[config.mk]
export PLATFORM = sky130hd
export DESIGN_NAME = alu_share_arbiter
export DESIGN_NICKNAME = d
export VERILOG_FILES = /design/src/rtl/alu_share_arbiter.sv
export SDC_FILE = /design/constraint.sdc
export NUM_CORES = 1
export LEC_CHECK = 0
export BUFFER_PORTS_ARGS = -buffer_cell sky130_fd_sc_hd__buf_2
export CAP_MARGIN = 30
export CORE_ASPECT_RATIO = 1.75
export CORE_MARGIN = 2
export CORE_UTILIZATION = 25
export DETAILED_ROUTE_END_ITERATION = 10
export GPL_TIMING_DRIVEN = 0
export HOLD_SLACK_MARGIN = 0.06
export PLACE_DENSITY = 0.62
export SLEW_MARGIN = 5
export SYNTH_ARGS = -nofsm -noshare
export SYNTH_HDL_FRONTEND = slang
export SYNTH_SLANG_ARGS = --single-unit
[constraint.sdc]
create_clock -name clk -period 1.44 [get_ports clk]
set_clock_uncertainty 0.1 [all_clocks]
set_input_delay 0.144 -clock clk [delete_from_list [all_inputs] [get_ports clk]]
set_output_delay 0.144 -clock clk [all_outputs]
set_load 0.01 [all_outputs]
[src/rtl/alu_share_arbiter.sv]
// Round-robin sharer of one combinational ALU between two requesters; one op in flight.
// Latency: accept -> resp_valid after 2 edges; resp_valid holds (no timeout) until owner's resp_ready.
module alu_share_arbiter #(
    parameter int data_width = 16,
    parameter int func_width = 4
) (
    input  logic                  clk,
    input  logic                  reset_n,
    input  logic [1:0]            req_valid,
    output logic [1:0]            req_ready,
    input  logic [data_width-1:0] req_A0,
    input  logic [data_width-1:0] req_B0,
    input  logic [func_width-1:0] req_func0,
    input  logic [data_width-1:0] req_A1,
    input  logic [data_width-1:0] req_B1,
    input  logic [func_width-1:0] req_func1,
    output logic [1:0]            resp_valid,
    input  logic [1:0]            resp_ready,
    output logic [data_width-1:0] resp_C,
    output logic [data_width-1:0] alu_A,
    output logic [data_width-1:0] alu_B,
    output logic [func_width-1:0] alu_func,
    input  logic [data_width-1:0] alu_C,
    output logic                  busy
);

    typedef enum logic [1:0] {
        IDLE = 2'd0,
        EXEC = 2'd1,
        RESP = 2'd2
    } state_t;

    state_t state;
    logic   prio;
    logic   owner;
    logic   grant;
    logic   accept;
    logic   resp_done;

    // A lone requester wins outright; prio only breaks ties.
    always_comb begin
        grant = prio;
        if (req_valid == 2'b01)
            grant = 1'b0;
        else if (req_valid == 2'b10)
            grant = 1'b1;
    end

    assign accept    = (state == IDLE) && req_valid[grant];
    assign req_ready = accept ? (grant ? 2'b10 : 2'b01) : 2'b00;

    assign resp_valid = (state == RESP) ? (owner ? 2'b10 : 2'b01) : 2'b00;
    assign resp_done  = (state == RESP) && resp_ready[owner];
    assign busy       = (state != IDLE);

    always_ff @(posedge clk or negedge reset_n) begin
        if (!reset_n) begin
            state    <= IDLE;
            prio     <= 1'b0;
            owner    <= 1'b0;
            alu_A    <= '0;
            alu_B    <= '0;
            alu_func <= '0;
            resp_C   <= '0;
        end else begin
            case (state)
                IDLE: begin
                    if (accept) begin
                        alu_A    <= grant ? req_A1    : req_A0;
                        alu_B    <= grant ? req_B1    : req_B0;
                        alu_func <= grant ? req_func1 : req_func0;
                        owner    <= grant;
                        state    <= EXEC;
                    end
                end
                EXEC: begin
                    resp_C <= alu_C;
                    state  <= RESP;
                end
                RESP: begin
                    if (resp_done) begin
                        prio  <= ~owner;
                        state <= IDLE;
                    end
                end
                default: state <= IDLE;
            endcase
        end
    end

endmodule

; Yosys cells after proc, flatten, opt, wreduce, memory -nomap -nowiden
; Cells that the tools add are included.
[word_totals]
ff_bits = 56
latch_bits = 0
ram_bits = 0
romBits = 0
in_bits = 94
mem_count = 0
[op_classes]
n_addsub = 0
n_mul = 0
div = 0
order_cmp = 2
n_eq_ne = 6
shifts = 0
mux = 16
bitwise = 1
reduce_logical = 7
[ops]
columns = op, n
row1 = 16-bit two-way mux, 2
row2 = 2-bit two-way mux, 6
row3 = 1-bit two-way mux, 6
row4 = 2-bit case mux with 3 select lines, 1
row5 = 2-bit AND reduction, 3
row6 = 2-bit by 1-bit equality test with 1-bit output (second input constant), 2
row7 = 2-bit equality test (second input constant), 2
row8 = 1-bit by 2-bit less-than comparator with 1-bit output (second input constant), 2
row9 = 4-bit two-way mux, 1
row10 = 2-bit inequality test (second input constant), 2
row11 = 1-bit logical AND, 2
row12 = 2-bit zero test, 1
row13 = 2-bit nonzero test, 1
row14 = 1-bit NOT, 1

; Logic depth before layout (Yosys ltp)
; Gate-level depths: netlist of run 1.
[logic_depth]
word_depth = 8
depth_mapped = 6
ltp_nobuf = 4

; Worst setup path before layout of run 1
; OpenSTA, ideal clock, no wires.
[synth_timing]
kind = register -> register
from = register prio
to = register alu_A[10]
t_arrival_ps = 1242
path_slack_ps = -28
path_stages_with_launch = 6
n_path_buf = 2
period_less_slack_ps = 1468
path_cell_list = dfrtp_1 > nand2b_1 > and3_1 > buf_6 > buf_4 > a221o_1
[synth_via]
elab_chain_cells = 6
word_cells_on_any_way = 7
cone_classes = mux: 5 / reduce/logical: 2
[synth_rtl]
columns = item, line
row1 = "start, declared", 34  ; logic prio;
row2 = "start signal, assigned", 82  ; prio <= ~owner;
row3 = 1-bit two-way mux *, 45  ; else if (req_valid == 2'b10)
row4 = 1-bit two-way mux *, 43  ; if (req_valid == 2'b01)
row5 = 1-bit two-way mux (not written as such) (2 in series), 49  ; assign accept = (state == IDLE) && req_valid[grant];
row6 = 1-bit logical AND, 49
row7 = 2-bit AND reduction (no source line), n/a
row8 = "end signal, assigned", 69  ; alu_A <= grant ? req_A1 : req_A0;
row9 = "end, declared", 20  ; output logic [data_width-1:0] alu_A,
; Mark *: on every way between the ends. The rest lies on a longest branch, timed or not. The select of a mux whose other input is x is not followed.
; A chain may end at the register's enable or synchronous reset.

; Final worst setup path of run 1
[layout_timing]
from = register state[1]
to = register alu_A[1]
[layout_via]
elab_chain_cells = 3
[layout_rtl]
columns = item, line
row1 = "start, declared", 33  ; state_t state;
row2 = "start signal, assigned", 58  ; state <= IDLE;
row3 = "start signal, assigned", 73  ; state <= EXEC;
row4 = "start signal, assigned", 78  ; state <= RESP;
row5 = 2-bit zero test *, "49, 66"
row6 = 1-bit logical AND, 49
row7 = 2-bit AND reduction (no source line) *, n/a
; Mark *: on every way between the ends. The rest lies on a longest branch, timed or not.

==> results of run 1 <==
[Yosys cell counts, drive strengths merged]
cell / number
a21oi: 1
a221o: 36
a31oi: 1
and3: 3
buf: 13
clkbuf: 5
dfrtp: 56
inv: 3
mux2: 16
nand2: 1
nand2b: 3
nor2: 5
o21a: 36
o21ai: 4
or2b: 1
[power breakdown]
| group | leakage (nW) | switching, W | internal (W) | total, W |
|---|---|---|---|---|
| Sequential | 0.677 | 0.000431 | 0.00236 | 0.00279 |
| Combinational | 1.62 | 0.00213 | 0.00300 | 0.00513 |
| Clock | 0.0798 | 0.000571 | 0.000818 | 0.00139 |
| Total | 2.38 | 0.00313 | 0.00617 | 0.00931 |
[final cells by class]
cell class / instances / area (um^2) / area share [%]
Buffer: 17 / 204 / 4.18
Clock buffer: 5 / 125 / 2.56
Clock inverter: 3 / 42.5 / 0.871
Inverter: 3 / 16.3 / 0.333
Multi-Input combinational cell: 107 / 946 / 19.4
Sequential cell: 56 / 1400 / 28.7
Tap cell: 122 / 153 / 3.13
Timing Repair Buffer: 261 / 2000 / 40.9
[kinds of logic (layout without fill, tap and decap cells)]
logic type	Yosys count	count (layout)	share of synthesized area [%]
buffers and inverters	21	289	5.86
AO/OA/AOI/OAI	78	78	26.9
flip-flops	56	56	57.0
multiplexers	16	16	7.33
AND/OR/NAND/NOR	13	13	2.85
[worst max path at each step]
stage,slack [ns],from,endpoint,depth (start not counted)
detailed placement,-0.19,prio,alu_B[6],5
finish,-0.22,state[1],alu_A[1],7
floorplan,-0.03,prio,alu_A[10],5
CTS,-0.19,state[1],alu_A[2],7
global route,-0.28,state[1],alu_A[1],7
global placement,-0.18,state[0],alu_B[15],5
[through the flow]
stage | power (W) | setup WS, ns | setup TNS, ns | util (%)
global placement | 0.00640 | -0.184 | -5.14 | 35.3
finish | 0.00931 | -0.219 | -6.81 | 51.3
floorplan | 0.00506 | -0.0280 | -0.567 | -
global route | 0.00984 | -0.281 | -10.20 | 51.3
detailed placement | 0.00652 | -0.193 | -5.85 | 35.5
CTS | 0.00890 | -0.194 | -6.99 | 49.4
[worst register-to-register path: stages, from the launching register on]
cell and delay [ns]:
dfrtp_1 0.42, nor2_4 0.15, buf_6 0.12, inv_6 0.04, buf_8 0.12, buf_12 0.14
o21a_1 0.19, a221o_1 0.26
[sequential cells by signal (all words and copies together), names as in the netlist]
signal    flops
alu_B        16
alu_func      4
prio          1
resp_C       16
state         2
owner         1
alu_A        16
[per-layer routing]
metal | GRT usage, % | wire, um | vias up
met5 | 0 | 0 | -
met4 | 6.23 | 325 | 0
met3 | 3.33 | 433 | 24
met2 | 32.9 | 5230 | 103
met1 | 17.5 | 3300 | 1298
li1 | - | - | 1239
[what timing repair did]
action,CTS,global route
gates cloned,3,3
hold buffers,89,0
resized for setup,27,22
endpoints found under the hold margin,77,0
setup buffers,10,5
endpoints found under the setup margin,49,59
pin swaps,13,15
==> flow_summary.json, run 1 <==
{
  "initial_core_util_pct": 25.8,
  "critPathMaxFanout": 9,
  "clock-root-buffer": "clkbuf_16",
  "drt-pass1-iter-count": 4,
  "r2r_slack_ns": -0.22,
  "fin_ws_ns": -0.219,
  "drive_gt1_share_pct": 46.2,
  "critPathRequiredTime_ns": 1.52,
  "cts_buffer_depth": 2,
  "netlist_area_mm2": 0.00246,
  "slowest_delay_ns": 0.42,
  "gp_congestion": 0.755,
  "synth_area_leaders": "dfrtp_1, a221o_1, o21a_1",
  "timing.rr.end": "alu_A[1]",
  "instances_no_fill": 574,
  "drv_slew": 0,
  "grt_pass1_vias": 2853,
  "io_buffers": 150,
  "grt_pass1_wl_um": 14000,
  "ff2ff_path_depth": 7,
  "min_path_cells": 4,
  "crit_family": "compound AO/OA/AOI/OAI gates",
  "grt_max_degree": 32,
  "synth_seq_cells": 56,
  "ys_seq_area_share_pct": 57.0,
  "tightest_slew_ns": 0.612,
  "final_area_mm2": 0.00488,
  "num_vias": 2664,
  "clkTransAtPathRegs_ns": 0.07,
  "worstPathBufferInverterCount": 4,
  "antenna_found_initial": 0,
  "die_w_um": 78.9,
  "rows": 47,
  "ys_types": 20,
  "fin_crit_sh_pct": 115,
  "insertion_delay_ns": 0.29,
  "diodes": 0,
  "hpwl_um": 5560,
  "final_common_cell": "buf_2",
  "syn_inst": 184,
  "cts_max_level": 2,
  "fp.coreArea_mm2": 0.00953,
  "ant_nets": 0,
  "hold_end": "prio",
  "critPathCaptureType": "flip-flop",
  "timing.slew.headroom_pct": 59.2,
  "grtUsageTotal_pct": 16.9,
  "timing.rr.start": "state[1]",
  "power.leakage_nw": 2.38,
  "synth_top_area_share_pct": 57.0,
  "period_minus_slack_ns": 1.66,
  "yosys_warnings": 0,
  "dieArea_mm2": 0.0107,
  "path_class": "reg2reg",
  "cts_sinks": 56,
  "drtIter0Drc": 62,
  "totalWireLength_um": 9290,
  "cts_tree": "done",
  "violations": "setup timing",
  "cts_buffers": 5,
  "status": "finished with violations",
  "power.density_mw_per_mm2": 1910,
  "rsz0062_at_grt": "true",
  "worstHoldPathType": "in2reg",
  "final-hold-violation-count": 0,
  "mostFrequentLayoutCells": "buf_2, dlygate4sd3_1, dfrtp_1, o21a_1, a221o_1",
  "cap_violations": 0,
  "avgSynthCellArea_um2": 13.4,
  "hold_ws_ns": 0.0833,
  "startpoint_type": "flip-flop",
  "crit_arrival_ns": 1.74,
  "max_freq_mhz": 603,
  "area_growth_pct": 98.7,
  "routedWlPerCell_um": 16.2,
  "synth_nets": 278,
  "final_net_count": 545,
  "ioPinCount": 151,
  "slowest_stage": "dfrtp_1",
  "nFillCells": 851,
  "ir_drop_uv": 961,
  "cp_cell_sequence": "nor2_4 -> buf_6 -> inv_6 -> buf_8 -> buf_12 -> o21a_1 -> a221o_1",
  "synth_area_leader_cell": "dfrtp_1",
  "placed_cells": 457,
  "placed_area_mm2": 0.00338,
  "vias_per_cell": 4.64,
  "setup_viol": 56,
  "drc": 0,
  "hp-start": "resp_ready[1]",
  "gr-total-overflow": 0,
  "die_h_um": 135
}
No activity file was read; power rests on OpenSTA's default activity.
==> run 2, diff against run 1 <==
CELL_PAD_IN_SITES_DETAIL_PLACEMENT = 1   (was default)
CELL_PAD_IN_SITES_GLOBAL_PLACEMENT = 2   (was default)
CORE_UTILIZATION = 23   (was 25)
PLACE_DENSITY = 0.85   (was 0.62)
==> run 2 against run 1 <==
Effect of this change:
- the flow still finishes with violations (setup timing)
- final cell count is 1.6% higher
- power is 0.44% lower
- die area is 8.3% higher
- fmax is 1.2% lower
- combinational power is 3% lower
- clock-buffer cell count is 1 higher
- sequential share of layout area is 0.42 points higher
- clock power is 5% higher
- sequential cell count stayed put
- critical path depth stayed put
- critical endpoint is now alu_func[1]
- largest cell class unchanged
- highest routed layer unchanged
==> flow_summary.json, run 2 (synthesis gave the netlist of run 1 again) <==
{
  "cts_buffers": 5,
  "power.density_mw_per_mm2": 1920,
  "fin_crit_sh_pct": 117,
  "setup_viol": 52,
  "area_growth_pct": 95.9,
  "gp_congestion": 0.769,
  "crit_arrival_ns": 1.76,
  "worstHoldPathType": "in2reg",
  "nFillCells": 1158,
  "regArea_mm2": 0.00140,
  "grt_pass1_wl_um": 15600,
  "final_common_cell": "buf_2",
  "period_minus_slack_ns": 1.68,
  "cts_buffer_depth": 2,
  "grtUsageTotal_pct": 17.8,
  "placed_cells": 465,
  "hpwl_um": 6300,
  "cts_sinks": 56,
  "gr-total-overflow": 0,
  "tns_ns": -7.37,
  "mostFrequentLayoutCells": "buf_2, dlygate4sd3_1, dfrtp_1, o21a_1, a221o_1",
  "drc": 0,
  "ant_nets": 0,
  "wl_met3_um": 393,
  "drive_gt1_share_pct": 47.3,
  "rsz0062_at_grt": "true",
  "final-hold-violation-count": 0,
  "top_layer": "met4",
  "timing.slew.headroom_pct": 51.3,
  "cap_violations": 0,
  "fp.coreArea_mm2": 0.0106,
  "m1WireLength_um": 3700,
  "final_net_count": 545,
  "path_class": "reg2reg",
  "drt-pass1-iter-count": 4,
  "clkTransAtPathRegs_ns": 0.07,
  "startpoint_type": "flip-flop",
  "fin_ws_ns": -0.240,
  "min_path_cells": 3,
  "violations": "setup timing",
  "clock-root-buffer": "clkbuf_16",
  "antenna_found_initial": 1,
  "num_vias": 2726,
  "reg_top3": "alu_A: 16 flops, alu_B: 16 flops, resp_C: 16 flops",
  "drtIter0Drc": 82,
  "die_w_um": 82.1,
  "dieArea_mm2": 0.0116,
  "ioPinCount": 151,
  "critPathMaxFanout": 6,
  "grt_max_degree": 30,
  "critPathCaptureType": "flip-flop",
  "wl_met2_um": 6200,
  "instances_no_fill": 583,
  "critPathRequiredTime_ns": 1.52,
  "totalWireLength_um": 10600,
  "ir_drop_uv": 741,
  "status": "finished with violations",
  "cts_max_level": 2,
  "multi_input_area_um2": 955,
  "max_freq_mhz": 595,
  "tightest_slew_ns": 0.731,
  "io_buffers": 150,
  "grt_pass1_vias": 3136,
  "cts_tree": "done",
  "ff2ff_path_depth": 7,
  "vias_per_cell": 4.68,
  "drv_slew": 0,
  "initial_core_util_pct": 23.2,
  "rows": 50,
  "power.leakage_nw": 2.36,
  "routedWlPerCell_um": 18.1,
  "insertion_delay_ns": 0.29,
  "hold_ws_ns": 0.110,
  "die_h_um": 141
}
[run 2: cell count changes in the layout (fill, tap and decap cells not counted), moves of 2 or more]
| cell | previous run | this run |
|---|---|---|
| mux2_1 | 6 | 1 |
| mux2_4 | 3 | 8 |
| o21ai_1 | 0 | 2 |
| buf_16 | 2 | 0 |
| buf_8 | 11 | 6 |
| clkbuf_4 | 0 | 2 |
| buf_4 | 9 | 13 |
| o21ai_0 | 4 | 2 |
| buf_2 | 148 | 150 |
[run 2: worst max-delay path, stage by stage, from the launching register on]
cell       delay, ns
dfrtp_1         0.41
nor2_2          0.14
buf_4           0.14
inv_4           0.03
buf_8           0.13
clkbuf_16       0.15
o21a_1          0.18
a221o_1         0.26
[run 2: timing repair]
action | in CTS | in global routing
pin swaps | 11 | 14
hold buffers | 89 | 0
buffers inserted | 6 | 12
gates resized for setup | 24 | 16
hold endpoints to repair | 80 | 0
endpoints found under the setup margin | 49 | 50
cloned | 0 | 3
[run 2: routing by layer]
metal / track usage [%] / up-vias
met4: 6.75 / 0
met5: 0 / -
met1: 18.7 / 1358
li1: - / 1242
met2: 34.1 / 105
met3: 2.62 / 21
[run 2: path summary, 6_finish.rpt]
kind	slack (ns)	end	startpoint
worst max-delay path	-0.24	alu_func[1]	state[1]
worst min-delay path	0.11	prio	resp_ready[0]
worst max register to register	-0.24	alu_func[1]	state[1]
worst min register to register	0.40	resp_C[11]	resp_C[11]
max in group asynchronous	0.28	alu_func[2]	reset_n
min in group asynchronous	0.35	resp_C[10]	reset_n
[run 2: power breakdown]
| part | total (W) | internal [W] | switching, W |
|---|---|---|---|
| clock | 0.00146 | 0.000873 | 0.000590 |
| combinational | 0.00499 | 0.00283 | 0.00216 |
| sequential | 0.00281 | 0.00236 | 0.000459 |
[run 2: layout make-up]
type                            count  area share [%]
Clock buffer                        6            2.89
Buffer                             17            3.87
Multi-Input combinational cell    107            19.8
Tap cell                          130            3.38
Sequential cell                    56            29.1
Timing Repair Buffer              261            39.8
Clock inverter                      2           0.806
Inverter                            3           0.286
Antenna cell                        1          0.0520
[run 2: per-stage QoR]
step / setup slack (ns) / utilization (%) / cell area, um^2 / power [W]
2_1_floorplan: -0.0280 / - / 2460 / 0.00506
3_3_place_gp: -0.196 / 31.9 / 3370 / 0.00642
3_5_place_dp: -0.237 / 32.1 / 3390 / 0.00660
4_1_cts: -0.233 / 43.5 / 4600 / 0.00870
5_1_grt: -0.298 / 45.5 / 4810 / 0.00989
6_report: -0.240 / 45.5 / 4810 / 0.00926
